**src/rtl/button_pkg.sv**
```systemverilog
// Shared types and default timing for the button event controller.
package button_pkg;

  typedef enum logic [1:0] {
    EVT_PRESS   = 2'd0,
    EVT_RELEASE = 2'd1,
    EVT_LONG    = 2'd2,
    EVT_REPEAT  = 2'd3
  } evt_type_e;

  typedef enum logic [1:0] {
    IDLE,
    HELD,
    REPEAT
  } trk_state_e;

  localparam int unsigned DEF_N_BTN         = 4;
  localparam int unsigned DEF_LONG_CYCLES   = 50000000;
  localparam int unsigned DEF_REPEAT_CYCLES = 10000000;
  localparam int unsigned DEF_CNT_W         = 26;

endpackage

```
**src/rtl/button_tracker.sv**
```systemverilog
// Per-button hold tracker: press/long/repeat/release detection plus one pending bit per event type.
module button_tracker
  import button_pkg::*;
#(
  parameter int unsigned LONG_CYCLES   = DEF_LONG_CYCLES,
  parameter int unsigned REPEAT_CYCLES = DEF_REPEAT_CYCLES,
  parameter int unsigned CNT_W         = DEF_CNT_W
) (
  input  logic       clk,
  input  logic       reset_n,
  input  logic       rise,
  input  logic       fall,
  input  logic       repeat_en,
  input  evt_type_e  grant_type,
  input  logic       grant_valid,
  output logic [3:0] pending,
  output logic       overrun_pulse
);

  localparam logic [CNT_W-1:0] LONG_TC = CNT_W'(LONG_CYCLES - 1);
  localparam logic [CNT_W-1:0] REP_TC  = CNT_W'(REPEAT_CYCLES - 1);

  trk_state_e       state;
  logic [CNT_W-1:0] cnt;
  logic [3:0]       raise;
  logic [3:0]       granted;

  // Event raise decode; a fall always wins over a terminal count.
  always_comb begin
    raise = '0;
    unique case (state)
      IDLE:    raise[EVT_PRESS] = rise;
      HELD: begin
        if (fall)                raise[EVT_RELEASE] = 1'b1;
        else if (cnt == LONG_TC) raise[EVT_LONG]    = 1'b1;
      end
      REPEAT: begin
        if (fall)                            raise[EVT_RELEASE] = 1'b1;
        else if (repeat_en && cnt == REP_TC) raise[EVT_REPEAT]  = 1'b1;
      end
      default: ;
    endcase
  end

  // Counter only ever reaches the terminal value before returning to 0, so it cannot wrap.
  always_ff @(posedge clk or negedge reset_n) begin
    if (!reset_n) begin
      state <= IDLE;
      cnt   <= '0;
    end else begin
      unique case (state)
        IDLE: begin
          if (rise) begin
            state <= HELD;
            cnt   <= '0;
          end
        end
        HELD: begin
          if (fall) begin
            state <= IDLE;
          end else if (cnt == LONG_TC) begin
            state <= REPEAT;
            cnt   <= '0;
          end else begin
            cnt <= cnt + CNT_W'(1);
          end
        end
        REPEAT: begin
          if (fall)                           state <= IDLE;
          else if (!repeat_en || cnt == REP_TC) cnt <= '0;
          else                                cnt <= cnt + CNT_W'(1);
        end
        default: state <= IDLE;
      endcase
    end
  end

  assign granted       = grant_valid ? (4'(1) << grant_type) : 4'b0000;
  assign overrun_pulse = |(raise & pending & ~granted);

  always_ff @(posedge clk or negedge reset_n) begin
    if (!reset_n) pending <= '0;
    else          pending <= (pending & ~granted) | raise;
  end

endmodule

```
**src/rtl/button_event_ctrl.sv**
```systemverilog
// Button event controller: edge detect, per-button trackers, round-robin arbiter and shared event port.
module button_event_ctrl
  import button_pkg::*;
#(
  parameter int unsigned N_BTN         = DEF_N_BTN,
  parameter int unsigned LONG_CYCLES   = DEF_LONG_CYCLES,
  parameter int unsigned REPEAT_CYCLES = DEF_REPEAT_CYCLES,
  parameter int unsigned CNT_W         = DEF_CNT_W
) (
  input  logic                     clk,
  input  logic                     reset_n,
  input  logic [N_BTN-1:0]         btn_in,
  input  logic                     repeat_en,
  input  logic                     evt_ready,
  output logic                     evt_valid,
  output logic [$clog2(N_BTN)-1:0] evt_btn,
  output logic [1:0]               evt_type,
  output logic [N_BTN-1:0]         overrun,
  input  logic                     overrun_clr,
  output logic [N_BTN-1:0]         btn_state
);

  localparam int unsigned      IDX_W    = $clog2(N_BTN);
  localparam logic [IDX_W-1:0] LAST_IDX = IDX_W'(N_BTN - 1);

  if ((64'(LONG_CYCLES) > (64'(1) << CNT_W)) || (64'(REPEAT_CYCLES) > (64'(1) << CNT_W)))
  begin : g_cnt_w_check
    $error("button_event_ctrl: LONG_CYCLES/REPEAT_CYCLES exceed 2**CNT_W");
  end

  logic [N_BTN-1:0]      rise;
  logic [N_BTN-1:0]      fall;
  logic [N_BTN-1:0][3:0] pending;
  logic [N_BTN-1:0]      eligible;
  logic [N_BTN-1:0]      grant_vec;
  logic [N_BTN-1:0]      ovr_pulse;
  logic [IDX_W-1:0]      ptr;
  logic [IDX_W-1:0]      gnt_idx;
  logic                  gnt_any;
  evt_type_e             gnt_type;
  logic [3:0]            pend_sel;
  logic                  load;
  logic                  fire;

  assign rise = btn_in & ~btn_state;
  assign fall = ~btn_in & btn_state;

  for (genvar i = 0; i < N_BTN; i++) begin : g_trk
    button_tracker #(
      .LONG_CYCLES  (LONG_CYCLES),
      .REPEAT_CYCLES(REPEAT_CYCLES),
      .CNT_W        (CNT_W)
    ) u_trk (
      .clk          (clk),
      .reset_n      (reset_n),
      .rise         (rise[i]),
      .fall         (fall[i]),
      .repeat_en    (repeat_en),
      .grant_type   (gnt_type),
      .grant_valid  (grant_vec[i]),
      .pending      (pending[i]),
      .overrun_pulse(ovr_pulse[i])
    );
    assign eligible[i]  = |pending[i];
    assign grant_vec[i] = fire && (gnt_idx == IDX_W'(i));
  end

  // Round-robin search starting at the pointer.
  always_comb begin
    int unsigned      j;
    logic [IDX_W-1:0] cand;
    gnt_any = 1'b0;
    gnt_idx = '0;
    j       = 0;
    cand    = '0;
    for (int unsigned k = 0; k < N_BTN; k++) begin
      j = 32'(ptr) + k;
      if (j >= N_BTN) j = j - N_BTN;
      cand = IDX_W'(j);
      if (!gnt_any && eligible[cand]) begin
        gnt_any = 1'b1;
        gnt_idx = cand;
      end
    end
  end

  // PRESS before LONG/REPEAT before RELEASE keeps the press/release order intact.
  always_comb begin
    pend_sel = pending[gnt_idx];
    if (pend_sel[EVT_PRESS])       gnt_type = EVT_PRESS;
    else if (pend_sel[EVT_LONG])   gnt_type = EVT_LONG;
    else if (pend_sel[EVT_REPEAT]) gnt_type = EVT_REPEAT;
    else                           gnt_type = EVT_RELEASE;
  end

  assign load = !evt_valid || evt_ready;
  assign fire = load && gnt_any;

  always_ff @(posedge clk or negedge reset_n) begin
    if (!reset_n) begin
      btn_state <= '0;
      evt_valid <= 1'b0;
      evt_btn   <= '0;
      evt_type  <= 2'd0;
      ptr       <= '0;
      overrun   <= '0;
    end else begin
      btn_state <= btn_in;
      if (load) evt_valid <= gnt_any;
      if (fire) begin
        evt_btn  <= gnt_idx;
        evt_type <= gnt_type;
        ptr      <= (gnt_idx == LAST_IDX) ? '0 : gnt_idx + IDX_W'(1);
      end
      if (overrun_clr) overrun <= '0;
      else             overrun <= overrun | ovr_pulse;
    end
  end

endmodule

```
**config.mk**
```make
export PLATFORM = sky130hd
export DESIGN_NAME = button_event_ctrl
export DESIGN_NICKNAME = d
export VERILOG_FILES = /design/src/rtl/button_pkg.sv /design/src/rtl/button_tracker.sv /design/src/rtl/button_event_ctrl.sv
export SDC_FILE = /design/constraint.sdc
export NUM_CORES = 1
export LEC_CHECK = 0
export ABC_CLOCK_PERIOD_IN_PS = 3500
export BUFFER_PORTS_ARGS = -buffer_cell sky130_fd_sc_hd__buf_2
export CAP_MARGIN = 20
export CELL_PAD_IN_SITES_DETAIL_PLACEMENT = 1
export CELL_PAD_IN_SITES_GLOBAL_PLACEMENT = 2
export CORE_ASPECT_RATIO = 0.75
export CORE_MARGIN = 2
export CORE_UTILIZATION = 40
export DETAILED_ROUTE_END_ITERATION = 10
export PLACE_DENSITY = 0.84
export SKIP_LAST_GASP = 1
export SYNTH_ARGS = -nofsm -noshare
export SYNTH_HDL_FRONTEND = slang
export SYNTH_SLANG_ARGS = --single-unit
export TNS_END_PERCENT = 20
```
**constraint.sdc**
```tcl
create_clock -name clk -period 3.5 [get_ports clk]
set_input_delay 0.35 -clock clk [delete_from_list [all_inputs] [get_ports clk]]
set_output_delay 0.35 -clock clk [all_outputs]
set_load 0.02 [all_outputs]
```
==> results.json <==
{
  "worst_pin_slew_ps": 840,
  "clock.fmax_mhz": 326,
  "rsz0062_at_grt": "no",
  "clk_latency_ps": 430,
  "grt_max_degree": 78,
  "synth_nets": 908,
  "crit_arrival_ps": 3370,
  "period_share": 0.877,
  "drtIter0Drc": 490,
  "die_h_um": 126,
  "postSynth.asyncResetShare": 1.00,
  "cp-end-kind": "register",
  "synthTopCellsByArea": "dfrtp_1 (45%), nor2_1 (5.3%), nand2_1 (4.8%)",
  "clkPwrFrac": 0.331,
  "period_needed_ps": 3070,
  "layout.nets": 945,
  "synth-seq-area-share": 0.451,
  "pin_count": 22,
  "design_area_sq_mm": 0.00903,
  "syn_to_final_growth_pct": 13.8,
  "rows": 44,
  "status": "completed",
  "clk_pin_slew_ps": 60,
  "fin_tns_setup_ps": 0,
  "crit_chain": "or4_4, a2bb2oi_2, nand3_4, inv_4, ha_1, and3_1, o311ai_1, a41o_1, o31ai_1, o31ai_1",
  "setup_violations": 0,
  "startpoint_type": "register",
  "synth_edf_count": 0,
  "power_frac_comb": 0.334,
  "gr-usage-all-layers": 0.208,
  "tritoncts": "done",
  "timing.hold.ws_ps": 51.6,
  "maxSlewViolCount": 0,
  "grt_pass1_vias": 6790,
  "crit_buf_inv": 1,
  "drc": 0,
  "crit_family": "compound AO/OA/AOI/OAI gates",
  "die_w_um": 167,
  "crit_top_cell": "o31ai_1",
  "drtPass1Iterations": 5,
  "synth_top_area_cell": "dfrtp_1",
  "vias": 6686,
  "avgRoutedWirePerCell_um": 17.8,
  "die-area_sq_mm": 0.0210,
  "p_per_area_mw_per_mm2": 644,
  "antenna_found_initial": 0,
  "synth_cells": 879,
  "power_switching_share": 0.377,
  "postPlaceCellArea_sq_mm": 0.00841,
  "numClockSinks": 143,
  "pwr-share-seq": 0.335,
  "totalPowerFinal_mw": 5.81,
  "cap_violations": 0,
  "htreeDepth": 4,
  "peakVddDrop_mv": 0.340,
  "p_leak_nw": 3.97,
  "slowest_delay_ps": 580,
  "finalClockSkew_ps": 14.2,
  "grt_pass1_wl_um": 35500,
  "required_ps": 3800,
  "hp-class": "primary input to register",
  "synth.distinct_cells": 74,
  "ys_seq_elements": 143,
  "synth.cell_area_sq_mm": 0.00794,
  "core_area_sq_mm": 0.0194,
  "cts_root_buf": "clkbuf_16",
  "fillerInstances": 2284,
  "start_util": 0.409,
  "critical_path_class": "register to register",
  "cts_setup_buffers": 0,
  "io_buffers": 21,
  "synth_top_area_frac": 0.451,
  "via_per_inst": 5.66,
  "synth_ff_type": "dfrtp_1",
  "grt-ovfl-total": 0,
  "routabilityCongestion": 0.846,
  "wirelength_um": 21100,
  "cts_buffer_depth": 2,
  "numCtsBuffers": 17,
  "dpl.hpwl_um": 14800,
  "ys_warn_count": 0,
  "p_sw_mw": 2.19,
  "slowest_stage": "or4_4",
  "crit_fanout": 9,
  "drive_above_1_share": 0.0981,
  "final_util": 0.465,
  "ant_nets": 0,
  "maxSlewHeadroom": 0.435,
  "power.internal_mw": 3.62,
  "syn_area_per_cell_sq_um": 9.04,
  "hold_viol": 0,
  "diodes": 0
}
==> state kept, by name (all words and copies together), names as in the netlist <==
register,flops
evt_btn,2
g_trk.u_trk.cnt,104
overrun,4
ptr,2
evt_valid,1
g_trk.u_trk.state,8
btn_state,4
g_trk.u_trk.pending,16
evt_type,2
==> cells by family (layout without fill, tap and decap cells) <==
group / after synthesis / count (layout) / synth area share
xor+xnor: 66 / 66 / 0.0728
simple gates: 433 / 433 / 0.276
mux: 4 / 4 / 0.00583
buf+inv: 46 / 95 / 0.0230
flops: 143 / 143 / 0.451
fa+ha+maj: 20 / 20 / 0.0315
compound gates: 167 / 167 / 0.140
==> worst paths after layout <==
kind | startpoint | end | slack (ps) | depth (start not counted)
worst max-delay path | g_trk[0].u_trk.pending[2]$_DFF_PN0_ | overrun[3]$_DFF_PN0_ | 430 | 10
worst min-delay path | btn_in[3] | btn_state[3]$_DFF_PN0_ | 50 | 1
worst max register to register | g_trk[0].u_trk.pending[2]$_DFF_PN0_ | overrun[3]$_DFF_PN0_ | 430 | 10
worst min register to register | evt_type[1]$_DFFE_PN0P_ | evt_type[1]$_DFFE_PN0P_ | 470 | 1
max in group asynchronous | reset_n | g_trk[1].u_trk.cnt[9]$_DFFE_PN0P_ | 2150 | 3
min in group asynchronous | reset_n | g_trk[0].u_trk.cnt[25]$_DFFE_PN0P_ | 480 | 2
==> synth_stat cells (15+ instances only) <==
cell,instances
xnor2_1,26
o21ai_0,61
nand4_1,30
nor2_1,113
dfrtp_1,143
a21oi_1,22
o31ai_1,19
nor3_1,15
and3_1,37
ha_1,20
clkbuf_1,16
nand3_1,49
nand2_1,101
inv_1,27
xor2_1,40
==> area by class of cell <==
type	instances	area [sq um]	area share
Inverter	29	111	0.0123
Timing Repair Buffer	35	231	0.0256
Sequential cell	143	3580	0.396
Clock buffer	21	480	0.0532
Multi-Input combinational cell	690	4180	0.463
Tap cell	253	317	0.0350
Clock inverter	10	135	0.0150
==> per-layer routing <==
metal	track usage	wire, um	up-vias
li1	-	-	3227
met1	0.317	11300	3359
met2	0.306	9030	85
met3	0.0421	564	15
met4	0.0436	148	0
met5	0	0	-
==> power groups by stage <==
stage	clock network, mW	registers [mW]	logic (mW)
finish	1.92	1.95	1.94
global route	2.05	1.97	2.15
CTS	1.97	1.95	1.94
detailed placement	0	1.97	1.92
global placement	0	1.97	1.88
floorplan	0	1.97	1.31
==> cells in the final DEF (no fill, tap or decap), types with 5 or more instances in the layout <==
master | Yosys | routed
and3_1 | 37 | 37
buf_2 | 0 | 20
ha_1 | 20 | 20
and4_1 | 6 | 6
nand2_1 | 101 | 101
o21ai_0 | 61 | 61
nand4_1 | 30 | 30
nor4_1 | 12 | 12
or3_1 | 12 | 12
nor2_1 | 113 | 113
a21oi_1 | 22 | 22
xor2_1 | 40 | 40
nor3_1 | 15 | 15
o21ai_1 | 8 | 8
nand2b_1 | 14 | 14
nor2b_1 | 6 | 6
inv_1 | 27 | 27
xnor2_1 | 26 | 26
dfrtp_1 | 143 | 143
buf_4 | 0 | 12
nor3b_1 | 5 | 5
a31oi_1 | 8 | 8
o31ai_1 | 19 | 19
nand3_1 | 49 | 49
clkbuf_16 | 0 | 17
==> stage by stage <==
stage	worst slack, ps	cells
6_report	429	1181
5_1_grt	180	1181
4_1_cts	456	1181
3_5_place_dp	468	1149
3_3_place_gp	512	1149
2_1_floorplan	765	879
==> what timing repair did <==
item                                   4_1_cts  5_1_grt
hold buffers                                 1        0
gates resized for setup                      0        0
endpoints found under the hold margin       66        0
Note: power is estimated with default switching activity, not from simulation.
